==> src/rtl/mmio_uart_tx.sv <==
// rtl/mmio_uart_tx.sv - memory-mapped 8N1 UART transmitter with a 4-entry FIFO
// Register window: BASE+0 TXDATA, BASE+1 STATUS, BASE+2 DIVISOR.
module mmio_uart_tx #(
    parameter logic [15:0] BASE      = 16'hFF00,
    parameter logic [15:0] DIV_RESET = 16'd4
) (
    input  logic        clk,
    input  logic        rst,
    input  logic [15:0] raddr,
    input  logic        re,
    output logic [15:0] rdata,
    output logic        rhit,
    input  logic [15:0] waddr,
    input  logic [15:0] wdata,
    input  logic        we,
    output logic        tx
);

    localparam logic [15:0] ADDR_TX  = BASE;
    localparam logic [15:0] ADDR_ST  = BASE + 16'd1;
    localparam logic [15:0] ADDR_DIV = BASE + 16'd2;

    typedef enum logic [1:0] {IDLE, START, DATA, STOP} state_t;

    state_t      state_q, state_d;
    logic [7:0]  fifo_q [4];
    logic [7:0]  fifo_d [4];
    logic [1:0]  wr_ptr_q, wr_ptr_d;
    logic [1:0]  rd_ptr_q, rd_ptr_d;
    logic [2:0]  count_q, count_d;
    logic        ovf_q, ovf_d;
    logic [15:0] div_q, div_d;
    logic [15:0] bdiv_q, bdiv_d;
    logic [15:0] cyc_q, cyc_d;
    logic [2:0]  idx_q, idx_d;
    logic [7:0]  shift_q, shift_d;
    logic        tx_q, tx_d;
    logic [15:0] rdata_q, rdata_d;
    logic        rhit_q, rhit_d;

    logic        wr_tx, wr_st, wr_div;
    logic        full, empty, pop, push, ovf_set, bit_end;
    logic [15:0] div_eff;
    logic [15:0] status;

    assign wr_tx   = we && (waddr == ADDR_TX);
    assign wr_st   = we && (waddr == ADDR_ST);
    assign wr_div  = we && (waddr == ADDR_DIV);
    assign full    = (count_q == 3'd4);
    assign empty   = (count_q == 3'd0);
    assign pop     = (state_q == IDLE) && !empty;
    // A full FIFO still accepts a write when the head leaves in the same cycle.
    assign push    = wr_tx && (!full || pop);
    assign ovf_set = wr_tx && full && !pop;
    assign bit_end = (cyc_q == bdiv_q - 16'd1);
    assign div_eff = (div_q == 16'd0) ? 16'd1 : div_q;
    assign status  = {9'd0, count_q, ovf_q, empty, full, (state_q != IDLE)};

    always_ff @(posedge clk) begin
        if (rst) begin
            state_q  <= IDLE;
            for (int i = 0; i < 4; i++) fifo_q[i] <= 8'd0;
            wr_ptr_q <= 2'd0;
            rd_ptr_q <= 2'd0;
            count_q  <= 3'd0;
            ovf_q    <= 1'b0;
            div_q    <= DIV_RESET;
            bdiv_q   <= 16'd1;
            cyc_q    <= 16'd0;
            idx_q    <= 3'd0;
            shift_q  <= 8'd0;
            tx_q     <= 1'b1;
            rdata_q  <= 16'd0;
            rhit_q   <= 1'b0;
        end else begin
            state_q  <= state_d;
            fifo_q   <= fifo_d;
            wr_ptr_q <= wr_ptr_d;
            rd_ptr_q <= rd_ptr_d;
            count_q  <= count_d;
            ovf_q    <= ovf_d;
            div_q    <= div_d;
            bdiv_q   <= bdiv_d;
            cyc_q    <= cyc_d;
            idx_q    <= idx_d;
            shift_q  <= shift_d;
            tx_q     <= tx_d;
            rdata_q  <= rdata_d;
            rhit_q   <= rhit_d;
        end
    end

    always_comb begin
        state_d = state_q;
        unique case (state_q)
            IDLE:    if (!empty) state_d = START;
            START:   if (bit_end) state_d = DATA;
            DATA:    if (bit_end && (idx_q == 3'd7)) state_d = STOP;
            STOP:    if (bit_end) state_d = IDLE;
            default: state_d = IDLE;
        endcase
    end

    always_comb begin
        fifo_d   = fifo_q;
        wr_ptr_d = wr_ptr_q;
        rd_ptr_d = rd_ptr_q;
        count_d  = count_q;
        if (push) begin
            fifo_d[wr_ptr_q] = wdata[7:0];
            wr_ptr_d         = wr_ptr_q + 2'd1;
        end
        if (pop) rd_ptr_d = rd_ptr_q + 2'd1;
        if (push && !pop) count_d = count_q + 3'd1;
        else if (pop && !push) count_d = count_q - 3'd1;

        // A same-cycle overflow beats the STATUS-write clear.
        ovf_d = ovf_q;
        if (ovf_set) ovf_d = 1'b1;
        else if (wr_st) ovf_d = 1'b0;

        div_d   = wr_div ? wdata : div_q;
        shift_d = pop ? fifo_q[rd_ptr_q] : shift_q;
        bdiv_d  = pop ? div_eff : bdiv_q;

        cyc_d = bit_end ? 16'd0 : cyc_q + 16'd1;
        idx_d = idx_q;
        if (state_q == IDLE) begin
            cyc_d = 16'd0;
            idx_d = 3'd0;
        end else if ((state_q == DATA) && bit_end) begin
            idx_d = idx_q + 3'd1;
        end

        // tx is computed from the next state so the flop lines up with state_q.
        unique case (state_d)
            START:   tx_d = 1'b0;
            DATA:    tx_d = shift_d[idx_d];
            default: tx_d = 1'b1;
        endcase

        rhit_d  = 1'b0;
        rdata_d = 16'd0;
        if (re) begin
            if (raddr == ADDR_TX) begin
                rhit_d = 1'b1;
            end else if (raddr == ADDR_ST) begin
                rhit_d  = 1'b1;
                rdata_d = status;
            end else if (raddr == ADDR_DIV) begin
                rhit_d  = 1'b1;
                rdata_d = div_q;
            end
        end
    end

    assign tx    = tx_q;
    assign rdata = rdata_q;
    assign rhit  = rhit_q;

endmodule

==> config.mk <==
export PLATFORM = sky130hd
export DESIGN_NAME = mmio_uart_tx
export DESIGN_NICKNAME = d
export VERILOG_FILES = /design/src/rtl/mmio_uart_tx.sv
export SDC_FILE = /design/constraint.sdc
export NUM_CORES = 1
export LEC_CHECK = 0
export ABC_AREA = 1
export CAP_MARGIN = 20
export CORE_MARGIN = 2
export CORE_UTILIZATION = 30
export DETAILED_ROUTE_END_ITERATION = 16
export SYNTH_ARGS = -nofsm -noshare
export SYNTH_HDL_FRONTEND = slang
export SYNTH_SLANG_ARGS = --single-unit
==> constraint.sdc <==
create_clock -name clk -period 3.3 [get_ports clk]
set_input_delay 0.33 -clock clk [delete_from_list [all_inputs] [get_ports clk]]
set_output_delay 0.33 -clock clk [all_outputs]
set_load 0.02 [all_outputs]
==> impl_metrics.tcl <==
set metrics [dict create \
    status "finished clean" \
    synth-seq-cells 119 \
    worstPathRequired_ns 3.60 \
    initial_core_util_pct 30.4 \
    yosys.area_share.simple_pct 25.4 \
    ant_nets 0 \
    rrSetupSlack_ns 0.59 \
    synth_fa_ha_area_share_pct 2.57 \
    wirelength_um 14200 \
    grt_max_degree 34 \
    synth_area_sq_mm 0.00565 \
    setup_ws_ns 0.592 \
    cp-end-kind "flop" \
    antenna_found_initial 0 \
    cts_num_sinks 119 \
    synth-edff-count 0 \
    path_max_fanout 8 \
    vias 5176 \
    synthMuxAreaShare_pct 0.532 \
    synth_top_family_by_area "simple AND/OR/NAND/NOR gates" \
    final_max_slew_viol_count 0 \
    rsz0062_at_grt "no" \
    cts_tree "done" \
    cts_resized 0 \
    slowest_stage "a221oi_1" \
    worstMarginPinSlew_ns 0.735 \
    synth.net_count 845 \
    p_seq_share_pct 33.8 \
    pwr-share-clk_pct 35.9 \
    fmax_mhz 369 \
    hold_path_class "flop to flop" \
    first_pass_iters 5 \
    period_needed_ns 2.71 \
    clock_path_buffers 2 \
    ys_types 42 \
    n_antenna_cell 0 \
    timing.slew.headroom_pct 50.7 \
    ctsHoldBuffers 0 \
    core_area_sq_mm 0.0186 \
    drive_gt1_share_pct 7.29 \
    dpl_worst_slack_ns 0.446 \
    port_buffers 69 \
    setup_viol 0 \
    fillers 1905 \
    fp.dieW_um 141 \
    cap_violations 0 \
    ys_warn_count 0 \
    worstHoldStart "fifo_q[19]" \
    finalCritPeriodShare_pct 82.1 \
    routedWlPerCell_um 12.9 \
    placed_area_sq_mm 0.00659 \
    dp_hpwl_um 10700 \
    clk_latency_ns 0.41 \
    leakagePower_nw 2.90 \
    reg2reg_to "tx" \
    r2r_start "bdiv_q[0]" \
    crit_arrival_ns 3.00 \
    critical_path_class "flop to flop" \
    nets 914 \
    cp_slowest_stage_delay_ns 0.37 \
    crit_family "simple AND/OR/NAND/NOR gates" \
    place_congestion 0.833 \
    swShare_pct 35.6 \
    path_cells "inv_1 -> ha_1 -> nand2_4 -> nor2_8 -> nand3_2 -> nand2_1 -> nand2_1 -> nor2_2 -> nand2_2 -> nor2_4 -> inv_1 -> a221oi_1 -> ha_1 -> nor2_1 -> nand2_1" \
    grtUsageTotal_pct 15.0 \
    min_to "fifo_q[19]" \
    synth-xor-area-share_pct 2.48 \
    grt_first_pass_wirelength_um 24000 \
    cts.reportedPaths.clkPinSlew_ns 0.05 \
    route.detailed.drc 0 \
    area_delta_synth_final_pct 26.9 \
    power_density_mw_per_mm2 703 \
    overflow 0 \
    fin_area_sq_mm 0.00717 \
    startpoint_type "flop" \
    vias_per_cell 4.71 \
    comb_power_share_pct 30.3 \
    vdd_ir_drop_max_uv 401 \
    crit_buf_inv 2 \
    tns_ns 0 \
    reg2reg_depth 15 \
    cts_setup_buffers 0 \
    cts-root-buf "clkbuf_16" \
    synthArstFlopShare_pct 0 \
    rows 50 \
    synth-main-ff-cell "dfxtp_1" \
    postSynthAreaPerCell_sq_um 7.22 \
    grt_pass1_vias 4982 \
    power.switching_w 0.00179 \
    die_h_um 141 \
    die_area_sq_mm 0.0199 \
    netlist_instances 782 \
    ioPinCount 70 \
    initialDrtViolationCount 340 \
    fin_skew_ns 0.00701 \
    finalHoldViolCount 0 \
    synth_compound_area_share_pct 17.7 \
    p_int_w 0.00325 \
    holdPathStages 2 \
    numCtsBuffers 17 \
    synth-seq-area-share_pct 42.2 \
    cpMostUsedCell "nand2_1" \
    cts.htree.levels 4 \
]
## how the worst max path moves through the flow
stage                  to  depth (start not counted)  startpoint
3_3_place_gp   count_q[2]                         14   waddr[12]
5_1_grt        count_q[2]                         12  state_q[0]
2_1_floorplan  count_q[2]                         14   waddr[14]
6_report               tx                         15   bdiv_q[0]
3_5_place_dp   count_q[2]                         14   waddr[12]
4_1_cts                tx                         15   bdiv_q[0]
## per-layer routing
layer	track usage, %	vias up	routed length [um]
met3	3.87	23	547
met2	24.2	99	6510
li1	-	2708	-
met1	19.3	2346	6820
met5	0	-	0
met4	5.26	0	306
## worst reg2reg max path, delay by kind of cell (launching register included)
family / cells / cell delay, ns
flip-flops: 1 / 0.32
adder cells (fa/ha/maj): 2 / 0.61
AO/OA/AOI/OAI: 1 / 0.37
buffers and inverters: 2 / 0.20
AND/OR/NAND/NOR: 10 / 1.11
## final cells by class
| cell class | count | area, sq um | area share, % |
|---|---|---|---|
| Multi-Input combinational cell | 528 | 2750 | 38.4 |
| Sequential cell | 119 | 2380 | 33.2 |
| Timing Repair Buffer | 77 | 751 | 10.5 |
| Clock buffer | 18 | 429 | 5.99 |
| Inverter | 108 | 405 | 5.66 |
| Tap cell | 234 | 293 | 4.09 |
| Clock inverter | 14 | 151 | 2.11 |
## state kept, by name, indices dropped and copies added, names as in the netlist, 3 cells and up
signal	cells
shift_q	8
idx_q	3
bdiv_q	16
rdata	16
cyc_q	16
count_q	3
fifo_q	32
div_q	16
## power by group through the flow
stage | Sequential [W] | Combinational, W | Clock (W)
6_report | 0.00170 | 0.00153 | 0.00181
5_1_grt | 0.00172 | 0.00177 | 0.00190
4_1_cts | 0.00170 | 0.00153 | 0.00184
3_5_place_dp | 0.00173 | 0.00153 | 0
3_3_place_gp | 0.00174 | 0.00151 | 0
2_1_floorplan | 0.00169 | 0.00117 | 0
## Yosys cell counts (8+ instances only)
library cell | instances | area share (%)
nor3_1 | 11 | 0.97
nand2_1 | 112 | 7.4
o22ai_1 | 9 | 1.0
nand3_1 | 38 | 3.4
xnor2_1 | 8 | 1.2
xor2_1 | 8 | 1.2
nor2_1 | 107 | 7.1
a211oi_1 | 9 | 1.2
clkbuf_1 | 22 | 1.5
a21oi_1 | 69 | 6.1
inv_1 | 105 | 7.0
ha_1 | 10 | 2.2
dfxtp_1 | 119 | 42
nand4_1 | 8 | 0.89
o21ai_0 | 79 | 7.0
## metrics by stage
step	hold slack [ns]	std cells	total power, W	util [%]
finish	0.455	1098	0.00504	38.6
global route	0.481	1098	0.00539	38.6
global placement	0.443	1066	0.00325	35.4
floorplan	0.430	782	0.00286	-
CTS	0.457	1098	0.00508	38.6
detailed placement	0.448	1066	0.00326	35.4
## placed cells by master (no fill, tap or decap), types with 3 or more instances in the layout
| master | synthesis | routed |
|---|---|---|
| mux2i_1 | 3 | 3 |
| nor2_1 | 107 | 106 |
| nor3_1 | 11 | 11 |
| nor2_2 | 4 | 5 |
| clkbuf_16 | 0 | 17 |
| clkinvlp_4 | 0 | 5 |
| nand3b_1 | 5 | 5 |
| o21a_1 | 5 | 5 |
| nor4_1 | 5 | 5 |
| inv_6 | 0 | 3 |
| nand2_1 | 112 | 112 |
| o32ai_1 | 6 | 6 |
| nand3_2 | 3 | 3 |
| a21oi_1 | 69 | 69 |
| ha_1 | 10 | 10 |
| nor2_4 | 3 | 3 |
| o22ai_1 | 9 | 9 |
| nand3_1 | 38 | 38 |
| xor2_1 | 8 | 8 |
| nand4_1 | 8 | 8 |
| buf_4 | 1 | 8 |
| a211oi_1 | 9 | 9 |
| o21ai_0 | 79 | 79 |
| xnor2_1 | 8 | 8 |
| inv_1 | 105 | 105 |
| nor3b_1 | 5 | 5 |
| dfxtp_1 | 119 | 119 |
| nand2_2 | 5 | 5 |
| clkdlybuf4s50_1 | 0 | 69 |
## cell families after synthesis
logic type               count (synthesis)
XOR/XNOR                                16
AO/OA/AOI/OAI                          183
AND/OR/NAND/NOR                        315
multiplexers                             3
flip-flops                             119
adder cells (fa/ha/maj)                 11
buffers and inverters                  135
Power figures use the tool's default switching activity.
